===== config.mk =====
export PLATFORM = sky130hd
export DESIGN_NAME = qsq_mul_arb
export DESIGN_NICKNAME = d
export VERILOG_FILES = /design/src/rtl/qsq_mul_arb_pkg.sv /design/src/rtl/qsq_core.sv /design/src/rtl/qsq_mul_arb.sv
export SDC_FILE = /design/constraint.sdc
export NUM_CORES = 1
export LEC_CHECK = 0
export BUFFER_PORTS_ARGS = -buffer_cell sky130_fd_sc_hd__buf_2
export CAP_MARGIN = 20
export CORE_ASPECT_RATIO = 1.5
export CORE_UTILIZATION = 56
export DETAILED_ROUTE_END_ITERATION = 10
export PLACE_DENSITY = 0.78
export SKIP_CTS_REPAIR_TIMING = 1
export SLEW_MARGIN = 20
export SYNTH_ARGS = -nofsm -noshare
export SYNTH_HDL_FRONTEND = slang
export SYNTH_SLANG_ARGS = --single-unit

===== constraint.sdc =====
create_clock -name clk -period 4.7 [get_ports clk]
set_clock_uncertainty 0.05 [all_clocks]
set_input_delay 1.175 -clock clk [delete_from_list [all_inputs] [get_ports clk]]
set_output_delay 1.175 -clock clk [all_outputs]
set_load 0.02 [all_outputs]

===== src/rtl/qsq_mul_arb_pkg.sv =====
// rtl/qsq_mul_arb_pkg.sv - shared types, widths and quarter-square table for qsq_mul_arb
package qsq_mul_arb_pkg;

  localparam int OP_W   = 4;
  localparam int PROD_W = 8;
  localparam int SUM_W  = OP_W + 1;
  localparam int QS_N   = 31;

  typedef enum logic [1:0] {
    IDLE = 2'd0,
    SUM  = 2'd1,
    LOOK = 2'd2,
    SUB  = 2'd3
  } state_t;

  // floor(x*x/4) for x = 0..30
  localparam logic [PROD_W-1:0] QS_TABLE [QS_N] = '{
    8'd0,   8'd0,   8'd1,   8'd2,   8'd4,   8'd6,   8'd9,   8'd12,
    8'd16,  8'd20,  8'd25,  8'd30,  8'd36,  8'd42,  8'd49,  8'd56,
    8'd64,  8'd72,  8'd81,  8'd90,  8'd100, 8'd110, 8'd121, 8'd132,
    8'd144, 8'd156, 8'd169, 8'd182, 8'd196, 8'd210, 8'd225
  };

endpackage


===== src/rtl/qsq_core.sv =====
// rtl/qsq_core.sv - quarter-square datapath: operand, SUM, LOOK and result registers
module qsq_core
  import qsq_mul_arb_pkg::*;
(
  input  logic              clk,
  input  logic              rst_n,
  input  logic              load,
  input  logic [OP_W-1:0]   a,
  input  logic [OP_W-1:0]   b,
  input  logic              sum_en,
  input  logic              look_en,
  input  logic              sub_en,
  input  logic              owner,
  output logic [PROD_W-1:0] r0,
  output logic [PROD_W-1:0] r1
);

  logic [OP_W-1:0]   a_q, b_q;
  logic [SUM_W-1:0]  s_q;
  logic [OP_W-1:0]   d_q;
  logic [PROD_W-1:0] qs_s_q, qs_d_q;
  logic [PROD_W-1:0] prod;

  assign prod = qs_s_q - qs_d_q;

  always_ff @(posedge clk or negedge rst_n) begin
    if (!rst_n) begin
      a_q    <= '0;
      b_q    <= '0;
      s_q    <= '0;
      d_q    <= '0;
      qs_s_q <= '0;
      qs_d_q <= '0;
      r0     <= '0;
      r1     <= '0;
    end else begin
      if (load) begin
        a_q <= a;
        b_q <= b;
      end
      if (sum_en) begin
        s_q <= {1'b0, a_q} + {1'b0, b_q};
        d_q <= (a_q >= b_q) ? (a_q - b_q) : (b_q - a_q);
      end
      if (look_en) begin
        qs_s_q <= QS_TABLE[s_q];
        qs_d_q <= QS_TABLE[{1'b0, d_q}];
      end
      // only the owning port's result moves; the other holds its last product
      if (sub_en && !owner) r0 <= prod;
      if (sub_en && owner)  r1 <= prod;
    end
  end

endmodule


===== src/rtl/qsq_mul_arb.sv =====
// rtl/qsq_mul_arb.sv - two-port round-robin arbiter and FSM sharing one quarter-square multiplier
module qsq_mul_arb
  import qsq_mul_arb_pkg::*;
#(
  parameter bit PRIO_INIT = 1'b0
) (
  input  logic              clk,
  input  logic              rst_n,
  input  logic              req0,
  input  logic [OP_W-1:0]   a0,
  input  logic [OP_W-1:0]   b0,
  output logic              ack0,
  output logic              done0,
  output logic [PROD_W-1:0] r0,
  input  logic              req1,
  input  logic [OP_W-1:0]   a1,
  input  logic [OP_W-1:0]   b1,
  output logic              ack1,
  output logic              done1,
  output logic [PROD_W-1:0] r1,
  output logic              busy
);

  state_t state_q, state_d;
  logic   last_q;
  logic   owner_q;
  logic   grant, grant_id;
  logic   sum_en, look_en, sub_en;

  always_ff @(posedge clk or negedge rst_n) begin
    if (!rst_n) begin
      state_q <= IDLE;
      last_q  <= ~PRIO_INIT;
      owner_q <= 1'b0;
      ack0    <= 1'b0;
      ack1    <= 1'b0;
      done0   <= 1'b0;
      done1   <= 1'b0;
    end else begin
      state_q <= state_d;
      ack0    <= grant && !grant_id;
      ack1    <= grant && grant_id;
      done0   <= sub_en && !owner_q;
      done1   <= sub_en && owner_q;
      if (grant) begin
        owner_q <= grant_id;
        last_q  <= grant_id;
      end
    end
  end

  always_comb begin
    state_d  = state_q;
    grant    = 1'b0;
    grant_id = 1'b0;
    sum_en   = 1'b0;
    look_en  = 1'b0;
    sub_en   = 1'b0;
    case (state_q)
      IDLE: begin
        if (req0 || req1) begin
          grant = 1'b1;
          // contention goes to the port not served last; a lone request wins outright
          grant_id = (req0 && req1) ? ~last_q : req1;
          state_d  = SUM;
        end
      end
      SUM: begin
        sum_en  = 1'b1;
        state_d = LOOK;
      end
      LOOK: begin
        look_en = 1'b1;
        state_d = SUB;
      end
      SUB: begin
        sub_en  = 1'b1;
        state_d = IDLE;
      end
      default: state_d = IDLE;
    endcase
  end

  assign busy = (state_q != IDLE);

  qsq_core u_core (
    .clk     (clk),
    .rst_n   (rst_n),
    .load    (grant),
    .a       (grant_id ? a1 : a0),
    .b       (grant_id ? b1 : b0),
    .sum_en  (sum_en),
    .look_en (look_en),
    .sub_en  (sub_en),
    .owner   (owner_q),
    .r0      (r0),
    .r1      (r1)
  );

endmodule

==> results.txt, run 1 <==
----------------------------------------------------
[Floorplanning]
  Area enclosed by the die boundary ... 5880 um2
  Number of I/O pins ... 41
  Floorplan core area ... roughly 5200 um2
  Num rows ... 32
  Die Width ... 63.0 um
  Initial Utilization ... 0.595
  Overall die height ... slightly above 90 um

[Synthesis]
  Synthesized flop and latch total ... 54
  List of most frequent post-synthesis cells ... 53 x dfrtp_1, 40 x nand2_1, 34 x inv_1, 29 x o21ai_0, 26 x ha_1
  Number of nets produced by synthesis ... roughly 380
  Async S/R FF share, synth ... 1.00
  Dominant cell type by area after synthesis ... dfrtp_1
  Main flop type after synthesis ... dfrtp_1
  Count leader, synth ... dfrtp_1
  Syn_area_per_cell ... 9.54 um2
  Post-Syn Area ... around 3100 um2
  Number of unique standard cell types used by synthesis ... 41
  Share of the synthesized area in the top cell type ... 0.425
  Top post-synthesis cells by area ... dfrtp_1 43%, ha_1 10%, mux2i_1 5.1%
  Post-Syn Instances ... approximately 330
  Number of synthesized flops with an enable pin ... 0
  Warnings, synthesis ... 0
  Sequential-to-total area share from yosys stat ... 0.433

[GRT]
  GRT Residual Overflow ... 0
  Initial antenna violation count ... 0
  Vias in the first global route ... ~2200
  GRT Total Usage ... 0.221
  Global-route wire length before repair ... a little over 10 mm
  Pin count of the biggest net entering global routing ... 55

[Place]
  Placed Cells incl. Taps ... ~420
  PortBufs ... 40
  Final estimated routing congestion in global placement ... just under 0.9
  Standard cell area after detailed placement ... 3340 um2
  DP HPWL ... 4.47 mm
  Worst slack after detailed placement ... between 2 and 2.5 ns

[Finish]
  Final net count ... a little over 400
  Non-filler cells, final ... 430
  Total area of multi-input combinational cells ... around 1600 um2
  Layout cells sized above 1 ... 0.174
  Post-layout utilization of the core ... 0.659
  Signed area change from the synthesized netlist to the final layout ... 10.8%
  Final Instance Area ... approximately 3500 um2
  Register Area ... 1350 um2
  Antenna fix cells ... 0
  Total of fill cells in the finished design ... 440

[Power]
  Static leakage ... 1.71 nW
  Largest vdd supply drop ... roughly 450 uV
  Power per cell area ... 812 nW/um2

[Hold path]
  Beginning of the worst hold path ... u_core.r0[6]
  Instance count along the most critical hold path ... 2
  Worst hold path endpoint ... u_core.r0[6]
  Worst hold path type ... reg -> reg

[Routing]
  Total number of vias ... roughly 2300
  Total routed wirelength ... slightly below 6 mm
  Post-detailed-route DRC marker count ... 0
  Vias per Instance ... roughly 5.4
  Routed length per instance ... around 14 um
  Routed metal-1 wire length ... 2.32 mm
  Post-route ant nets ... 0
  Met2 WL post-DR ... 3.23 mm
  Uppermost layer routed ... met4
  Drt initial violations ... a little over 100
  Met3 wire len ... roughly 150 um
  Number of detailed-route iterations in the first pass ... 4

[Setup path]
  R2R Setup Slk ... between 2 and 3 ns
  Worst r2r dst ... u_core.r1[6]
  Required time at the endpoint of the critical path ... approximately 3.5 ns
  Critical path type ... reg -> out
  Crit Path Max Fanout ... 4
  Origin of the critical flop-to-flop path ... u_core.qs_s_q[0]
  Capturing element type of the critical path ... output pin
  FF-to-FF path depth ... 9
  Signal arrival time at the worst endpoint ... approximately 1.3 ns
  CP Launch Type ... flip-flop

[Clock network]
  CTS tree ... yes
  # H-tree levels ... 2
  CTS Buffer Depth ... 2
  Root buffer cell ... clkbuf_8
  CTS buffer count ... 5
  Insertion delay of the later-clocked pin in the worst-skew pair ... approximately 0.32 ns
  Number of clock sinks ... 54
  Clock transition at the register clock pins on the worst setup and hold paths after CTS ... approximately 0.10 ns

[STA]
  Total Neg Setup Slack ... 0 ns
  Smallest setup slack after layout ... roughly 2.2 ns
  Portion of the clock cycle consumed by the worst path in the final layout ... 0.532
  Minimum clock period after layout ... 2.50 ns
  Top achievable clock speed ... approximately 400 MHz
  Number of hold-slack violations in the final timing report ... 0
  RSZ-0062 raised after global routing ... no
  Transition time at the pin with the least slew margin ... about 1.0 ns
  Headroom to the max-slew limit ... 0.320
  Number of max-slew violations in the final report ... 0
  Count of final setup violators ... 0

[Outcome]
  Outcome ... finished, final reports clean

[Run]
  Number of violations of the max-capacitance limit ... 0

----------------------------------------------------
## worst max-delay path: stages (launching register included)
cell     delay (ns)
dfrtp_1        0.42
inv_1          0.13
ha_1           0.20
inv_1          0.06
buf_2          0.15
## report_power, final
group / internal, W / total, W / switching (W) / leakage [nW]
Combinational: 0.000659 / 0.00158 / 0.000922 / 0.987
Clock: 0.000163 / 0.000325 / 0.000162 / 0.0591
Sequential: 0.000689 / 0.000902 / 0.000213 / 0.665
Total: 0.00151 / 0.00281 / 0.00130 / 1.71
## flip-flops by register name, summed over array words and instances (netlist names)
name	flops
u_core.qs_s_q	8
u_core.r0	8
u_core.r1	8
u_core.qs_d_q	6
u_core.a_q	4
u_core.b_q	4
u_core.d_q	4
u_core.s_q	4
state_q	2
ack0	1
ack1	1
done0	1
done1	1
last_q	1
owner_q	1
## area by class of cell
cell class / instances / share of cell area
sequential: 54 / 0.391
clock buffer: 5 / 0.0199
clock inverter: 3 / 0.0137
inverter: 34 / 0.0369
tap: 68 / 0.0246
multi-input combinational: 225 / 0.454
timing repair buffer: 41 / 0.0601
## logic make-up after synthesis
logic type	after synthesis	share of synthesized area
and+or+nand+nor	85	0.118
AOI/OAI and AO/OA	81	0.162
DFF	54	0.433
buffers and inverters	48	0.0638
adders and majority gates	30	0.130
muxes	22	0.0730
xor gates and xnor gates	7	0.0196
## metrics by stage
stage / total power (W) / hold WS (ns)
floorplan: 0.00212 / 0.413
global placement: 0.00242 / 0.406
detailed placement: 0.00249 / 0.410
CTS: 0.00282 / 0.434
global route: 0.00307 / 0.459
finish: 0.00281 / 0.432
## per-layer routing
layer,vias to the layer above,global-route usage
li1,1167,-
met1,1084,0.222
met2,51,0.436
met3,11,0.0366
met4,0,0.0911
met5,-,0
## cells in the final DEF, fill, tap and decap left out, types with 2 or more instances in the layout
master    instances
mux2i_1          16
mux2_2            6
dfrtp_1          53
nor2b_1           6
nand3_1           5
a22oi_1           4
o211ai_1          2
inv_1            34
o21a_1            2
inv_6             2
o21ai_0          29
clkbuf_8          5
ha_1             26
fa_1              4
nand2b_1          5
nand2_1          40
a21oi_1          20
buf_2            40
xnor2_1           7
o22ai_1           2
a31oi_1           4
nor3_1            5
o31ai_1           4
a31o_2            2
a21o_1            3
nor2_1           21
## worst max path at each step
stage                    start       endpoint  slack [ns]  cells after the start
CTS                 state_q[0]           busy        2.19                      4
floorplan           state_q[0]           busy        2.67                      3
finish              state_q[0]           busy        2.20                      4
global route        state_q[0]           busy        2.13                      4
detailed placement        req1  u_core.b_q[2]        2.15                      3
global placement          req1  u_core.a_q[1]        2.18                      3
Power figures use the tool's default switching activity.
==> inputs of run 2 (changes only) <==
Settings changed: ABC_AREA set to 1, CORE_UTILIZATION 56 to 52, PLACE_DENSITY 0.78 to 0.76.
Clock period 4.7 ns to 2.05 ns, I/O delays scaled along.
==> run 2 against run 1 <==
  * Final area hardly changed
  * Power is 120% higher
  * Sequential share of layout area about the same
  * Area after synthesis fell by 1.5%
  * Via count is 9.0% higher
  * Synthesized cell count is 13% higher
  * Flip-flop and latch count unchanged
  * Final cell count rose by 13%
  * First-iteration DRC count fell by 25%
  * Setup slack got worse by 2.0 ns
  * Clock-buffer cell count is 1 higher
  * Critical path type unchanged
  * Largest cell class unchanged
==> results.txt, run 2 <==
----------------------------------------------------
[Finish]
  Final net count ... 463 (+13%)
  Most common cell after layout, fill and taps aside ... nand2_1
  Registers with the most flip-flops ... u_core.qs_s_q x8, u_core.r0 x8, u_core.r1 x8
  Final Instance Area ... 3460 um2 (about the same)
  Layout cells sized above 1 ... 0.145 (-0.0291)
  Antenna fix cells ... 0 (unchanged)
  Commonest cells after routing, fill and taps aside ... 86 x nand2_1, 53 x inv_1, 53 x dfrtp_1
  Signed area change from the synthesized netlist to the final layout ... 12.4%

[Synthesis]
  Syn_area_per_cell ... 8.33 um2 (-13%)
  Share of the synthesized area in the top cell type ... 0.431 (+0.00640)
  List of most frequent post-synthesis cells ... 86 x nand2_1, 53 x dfrtp_1, 53 x inv_1, 41 x o21ai_0, 32 x nand3_1
  Top post-synthesis cells by area ... dfrtp_1 43%, ha_1 11%, nand2_1 11%
  Number of synthesized flops with an enable pin ... 0 (unchanged)
  Number of unique standard cell types used by synthesis ... 27 (-34%)
  Async S/R FF share, synth ... 1.00 (unchanged)
  Number of nets produced by synthesis ... 419 (+11%)
  Sequential-to-total area share from yosys stat ... 0.440 (+0.00653)
  Synthesized flop and latch total ... 54 (unchanged)
  Warnings, synthesis ... 0 (unchanged)
  Count leader, synth ... nand2_1
  Post-Syn Instances ... 369 (+13%)
  Main flop type after synthesis ... dfrtp_1
  Post-Syn Area ... 3070 um2 (-1.5%)
  Dominant cell type by area after synthesis ... dfrtp_1

[Place]
  DP HPWL ... 4.61 mm (+3.2%)
  PortBufs ... 40 (unchanged)
  Final estimated routing congestion in global placement ... 0.932 (+7.0%)
  Standard cell area after detailed placement ... 3360 um2 (+0.45%)

[Setup path]
  Required time at the endpoint of the critical path ... 1.49 ns (-1.98 ns)
  Signal arrival time at the worst endpoint ... 1.30 ns (+0.02 ns)
  Crit Path Max Fanout ... 4 (unchanged)
  Capturing element type of the critical path ... output pin
  Critical path type ... reg -> out
  CP Launch Type ... flip-flop

[Power]
  Fraction of power consumed by sequential logic ... 0.314 (-0.007)
  Net switching power of the design ... 0.00292 W (+130%)
  Overall Power ... 0.00611 W (+120%)
  Part of the total power dissipated in combinational logic ... 0.582 (+0.019)
  Power per cell area ... 1770 nW/um2 (+120%)
  Static leakage ... 1.84 nW (+7.7%)
  Largest vdd supply drop ... 810 uV (+80%)
  Share of power burned in the clock network ... 0.104 (-0.012)
  Internal power summed over all cells ... 0.00319 W (+110%)
  Net Sw Frac ... 0.478 (+0.0158)

[Floorplanning]
  Die Width ... 64.8 um (+2.9%)
  Number of I/O pins ... 41 (unchanged)
  Floorplan core area ... 5570 um2 (+6.3%)
  Overall die height ... 96.2 um (+2.9%)
  Num rows ... 33 (+3.1%)
  Area enclosed by the die boundary ... 6230 um2 (+5.9%)
  Initial Utilization ... 0.552 (-0.0434)

[Clock network]
  Number of clock sinks ... 54 (unchanged)
  CTS tree ... yes
  CTS Buffer Depth ... 2 (unchanged)
  # H-tree levels ... 2 (unchanged)
  Root buffer cell ... clkbuf_8
  CTS buffer count ... 5 (unchanged)
  Insertion delay of the later-clocked pin in the worst-skew pair ... 0.31 ns (about the same)
  Clock transition at the register clock pins on the worst setup and hold paths after CTS ... 0.10 ns (about the same)

[GRT]
  Global-route wire length before repair ... 10.6 mm (+5.6%)
  Initial antenna violation count ... 0 (unchanged)
  Pin count of the biggest net entering global routing ... 55 (unchanged)
  GRT Total Usage ... 0.219 (-0.00194)
  GRT Residual Overflow ... 0 (unchanged)
  Vias in the first global route ... 2526 (+13%)

[STA]
  Headroom to the max-slew limit ... 0.723 (+0.404)
  Portion of the clock cycle consumed by the worst path in the final layout ... 0.909
  Count of final setup violators ... 0 (unchanged)
  Total Neg Setup Slack ... 0 ns (unchanged)
  RSZ-0062 raised after global routing ... no
  Number of hold-slack violations in the final timing report ... 0 (unchanged)
  Number of max-slew violations in the final report ... 0 (unchanged)
  Worst-case hold slack ... 0.123 ns (-0.309 ns)
  Top achievable clock speed ... ~540 MHz
  Minimum clock period after layout ... between 1.5 and 2 ns
  Transition time at the pin with the least slew margin ... 0.415 ns (-0.598 ns)

[Routing]
  Drt initial violations ... 77 (-25%)
  Total routed wirelength ... 5.88 mm (+0.86%)
  Number of detailed-route iterations in the first pass ... 4 (unchanged)
  Post-route ant nets ... 0 (unchanged)
  Routed length per instance ... 12.1 um (-10%)
  Total number of vias ... 2521 (+9.0%)
  Post-detailed-route DRC marker count ... 0 (unchanged)
  Vias per Instance ... 5.21 (-3.2%)

[Run]
  Number of violations of the max-capacitance limit ... 0 (unchanged)

[Outcome]
  Outcome ... finished, final reports clean

[Hold path]
  Worst hold path type ... in -> async

----------------------------------------------------
[run 2: cell count changes after synthesis, moves of 8 or more]
cell     previous run  this run
nand2_1            40        86
inv_1              34        53
o21ai_0            29        41
nand3_1             5        32
a21oi_1            20        12
mux2i_1            16         0
o22ai_1             2        10
[run 2: routing by layer]
layer	global-route usage	vias up	part of all wire
met4	0.120	0	0.036
met5	0	-	0
met3	0.0273	17	0.031
met2	0.426	68	0.55
li1	-	1275	-
met1	0.221	1161	0.38
[run 2: logic make-up after synthesis]
kind of cell / synth area share
AOI/OAI and AO/OA: 0.134
xor gates and xnor gates: 0.0171
adders and majority gates: 0.132
buffers and inverters: 0.0887
DFF: 0.440
and+or+nand+nor: 0.188
[run 2: final cells by class]
type / instances / area, um2
clock inverter: 2 / 16.3
sequential: 54 / 1350
timing repair buffer: 46 / 258
tap: 70 / 87.6
multi-input combinational: 250 / 1450
inverter: 56 / 210
clock buffer: 6 / 82.6
fill: 524 / 2120
[run 2: power groups by stage]
stage | logic [W] | registers, W | clock network [W]
2_1_floorplan | 0.00259 | 0.00207 | 0
3_3_place_gp | 0.00347 | 0.00191 | 0
3_5_place_dp | 0.00357 | 0.00194 | 0
4_1_cts | 0.00358 | 0.00192 | 0.000654
5_1_grt | 0.00414 | 0.00200 | 0.000687
6_report | 0.00356 | 0.00192 | 0.000634
[run 2: per-stage QoR]
stage               setup slack, ns  utilization  std cells
floorplan                     0.448            -        369
global placement              0.397        0.602        476
detailed placement            0.358        0.602        476
CTS                           0.168        0.620        484
global route                 0.0694        0.620        484
finish                        0.186        0.620        484
[run 2: critical path, cell delays in order (launching register included)]
cell	delay, ns
dfrtp_1	0.41
inv_1	0.13
ha_1	0.24
inv_2	0.07
buf_2	0.16
[run 2: final timing paths]
check / start / end / slack (ns) / cells past startpoint
min in group clk: b0[2] / u_core.b_q[2] / 0.42 / 3
hold reg to reg: last_q / last_q / 0.42 / 2
setup reg to reg: u_core.a_q[0] / u_core.d_q[3] / 0.34 / 10
setup / recovery: state_q[0] / busy / 0.19 / 4
max in group asynchronous: rst_n / last_q / 1.52 / 2
hold / removal: rst_n / u_core.r0[0] / 0.12 / 2
==> inputs of run 3 (changes only) <==
Settings changed: SYNTH_HIERARCHICAL set to 1.
==> run 3 against run 2 <==
  * First-iteration DRC count rose by 70%
  * Clock power rose by 2%
  * Area after synthesis rose by 3.9%
  * Critical path type unchanged
==> results.txt, run 3 <==
----------------------------------------------------
[GRT]
  GRT Total Usage ... 0.223 (+0.00386)
  Initial antenna violation count ... 0 (unchanged)
  Pin count of the biggest net entering global routing ... 22 (-60%)
  Global-route wire length before repair ... 11.3 mm (+6.4%)
  GRT Residual Overflow ... 0 (unchanged)
  Vias in the first global route ... 2644 (+4.7%)

[Clock network]
  CTS Buffer Depth ... 2 (unchanged)
  CTS tree ... yes
  Root buffer cell ... clkbuf_8
  # H-tree levels ... 2 (unchanged)
  CTS buffer count ... 5 (unchanged)
  Insertion delay of the later-clocked pin in the worst-skew pair ... 0.31 ns (about the same)
  Clock transition at the register clock pins on the worst setup and hold paths after CTS ... 0.11 ns (about the same)
  Number of clock sinks ... 54 (unchanged)

[STA]
  Count of final setup violators ... 0 (unchanged)
  Top achievable clock speed ... 524 MHz (-2.3%)
  Transition time at the pin with the least slew margin ... 0.451 ns (+0.0355 ns)
  Minimum clock period after layout ... 1.91 ns (+0.0431 ns)
  Portion of the clock cycle consumed by the worst path in the final layout ... 0.930 (+0.0210)
  Number of hold-slack violations in the final timing report ... 0 (unchanged)
  Total Neg Setup Slack ... 0 ns (unchanged)
  Headroom to the max-slew limit ... 0.700 (-0.0236)
  RSZ-0062 raised after global routing ... no
  Number of max-slew violations in the final report ... 0 (unchanged)

[Synthesis]
  Share of the synthesized area in the top cell type ... 0.415 (-0.0164)
  Main flop type after synthesis ... dfrtp_1
  Number of unique standard cell types used by synthesis ... 31 (+15%)
  Number of synthesized flops with an enable pin ... 0 (unchanged)
  List of most frequent post-synthesis cells ... 110 x nand2_1, 53 x dfrtp_1, 45 x inv_1, 39 x nand3_1, 28 x ha_1
  Warnings, synthesis ... 6 (+6)
  Synthesized flop and latch total ... 54 (unchanged)
  Syn_area_per_cell ... 8.17 um2 (-1.9%)
  Top post-synthesis cells by area ... dfrtp_1 42%, nand2_1 13%, ha_1 11%
  Async S/R FF share, synth ... 1.00 (unchanged)
  Dominant cell type by area after synthesis ... dfrtp_1
  Sequential-to-total area share from yosys stat ... 0.423 (-0.0167)
  Post-Syn Instances ... 391 (+6.0%)
  Number of nets produced by synthesis ... 443 (+5.7%)
  Post-Syn Area ... 3200 um2 (+3.9%)
  Count leader, synth ... nand2_1

[Routing]
  Vias per Instance ... 5.23 (+0.37%)
  Post-route ant nets ... 0 (unchanged)
  Drt initial violations ... 131 (+70%)
  Routed length per instance ... 12.9 um (+6.3%)
  Total routed wirelength ... 6.57 mm (+12%)
  Number of detailed-route iterations in the first pass ... 4 (unchanged)
  Total number of vias ... 2661 (+5.6%)
  Post-detailed-route DRC marker count ... 0 (unchanged)

[Setup path]
  Crit Path Max Fanout ... 6 (+2)
  Capturing element type of the critical path ... output pin
  Critical path's largest stage delay ... 0.42 ns (about the same)
  Buffer and inverter count on the worst path ... 3 (unchanged)
  R2R Setup Slk ... 0.27 ns (-0.07 ns)
  FF-to-FF path depth ... 9 (-1)
  Chain of cells forming the critical path ... inv_1 > ha_1 > inv_1 > buf_2
  Required time at the endpoint of the critical path ... 1.49 ns (about the same)
  Signal arrival time at the worst endpoint ... 1.34 ns (+0.04 ns)
  Origin of the critical flop-to-flop path ... u_core/qs_s_q[0]
  Worst r2r dst ... u_core/r1[4]
  Top Family by Delay on Critical Path ... flip-flops
  Most prevalent standard cell on the critical path ... inv_1
  Max stage delay cell, worst path ... dfrtp_1
  Critical path type ... reg -> out
  CP Launch Type ... flip-flop

[Floorplanning]
  Overall die height ... 98.0 um (+1.9%)
  Num rows ... 34 (+3.0%)
  Floorplan core area ... 5870 um2 (+5.3%)
  Area enclosed by the die boundary ... 6470 um2 (+3.8%)
  Die Width ... 66.0 um (+1.9%)
  Number of I/O pins ... 41 (unchanged)
  Initial Utilization ... 0.544 (-0.00718)

[Place]
  PortBufs ... 40 (unchanged)
  DP HPWL ... 5.21 mm (+13%)
  Final estimated routing congestion in global placement ... 0.860 (-7.8%)
  Standard cell area after detailed placement ... 3480 um2 (+3.7%)

[Finish]
  Antenna fix cells ... 0 (unchanged)
  Signed area change from the synthesized netlist to the final layout ... 12.0%
  Final Instance Area ... 3580 um2 (+3.5%)
  Final net count ... 488 (+5.4%)
  Registers with the most flip-flops ... u_core/qs_s_q x8, u_core/r0 x8, u_core/r1 x8
  Layout cells sized above 1 ... 0.183 (+0.0381)
  Most common cell after layout, fill and taps aside ... nand2_1
  Commonest cells after routing, fill and taps aside ... 110 x nand2_1, 53 x dfrtp_1, 45 x inv_1

[Hold path]
  Worst hold path type ... in -> async

[Power]
  Power per cell area ... 1780 nW/um2 (+0.63%)
  Static leakage ... 1.93 nW (+4.5%)
  Largest vdd supply drop ... 836 uV (+3.2%)

[Run]
  Number of violations of the max-capacitance limit ... 0 (unchanged)

[Outcome]
  Outcome ... finished, final reports clean

----------------------------------------------------
[run 3: cell count changes after synthesis, moves of 8 or more]
cell     before  now
nor2_1       19    9
nand2_1      86  110
nand2_2       0    9
o21ai_0      41   21
o21ai_1       2   14
inv_1        53   45
o22ai_1      10    2
[run 3: final cells by class]
class                           instances  area, um2
Sequential cell                        54       1350
Fill cell                             534       2290
Timing Repair Buffer                   46        245
Inverter                               54        203
Tap cell                               72       90.1
Clock buffer                            6       82.6
Clock inverter                          2       16.3
Multi-Input combinational cell        275       1590
[run 3: where the power goes]
part / switching, W / total (W) / leakage, nW / internal, W
Sequential: 0.000396 / 0.00196 / 0.674 / 0.00157
Clock: 0.000366 / 0.000645 / 0.0478 / 0.000279
Combinational: 0.00238 / 0.00376 / 1.21 / 0.00139
[run 3: cell families (layout without fill, tap and decap cells)]
kind of cell	count (synthesis)	in the layout	synth area share
adder cells (fa/ha/maj)	32	32	0.135
AO/OA/AOI/OAI	61	61	0.106
AND/OR/NAND/NOR	175	175	0.237
XOR/XNOR	6	6	0.0164
buffers and inverters	62	108	0.0795
flip-flops	54	54	0.423
multiplexers	1	1	0.00352
[run 3: through the flow]
step                utilization  total power (W)  worst slack [ns]  hold WS [ns]  cells
floorplan                     -          0.00479             0.436         0.167    391
global placement          0.593          0.00558             0.375         0.408    501
detailed placement        0.593          0.00574             0.293         0.412    501
CTS                       0.610          0.00639             0.137        0.0919    509
global route              0.610          0.00702            0.0487         0.109    509
finish                    0.610          0.00637             0.143        0.0749    509
[run 3: per-layer routing]
metal	GRT usage	wire, um	vias to the layer above
li1	-	-	1341
met1	0.214	2380	1217
met2	0.435	3750	81
met3	0.0339	193	22
met4	0.110	250	0
met5	0	0	-
[run 3: worst max path at each step]
stage	start	endpoint	slack, ns	depth (start not counted)
2_1_floorplan	u_core/qs_s_q[0]	u_core/r1[4]	0.44	9
3_3_place_gp	state_q[0]	u_core/a_q[3]	0.38	8
3_5_place_dp	state_q[0]	u_core/a_q[3]	0.29	8
4_1_cts	state_q[0]	busy	0.14	4
5_1_grt	state_q[0]	busy	0.05	4
6_report	state_q[0]	busy	0.14	4
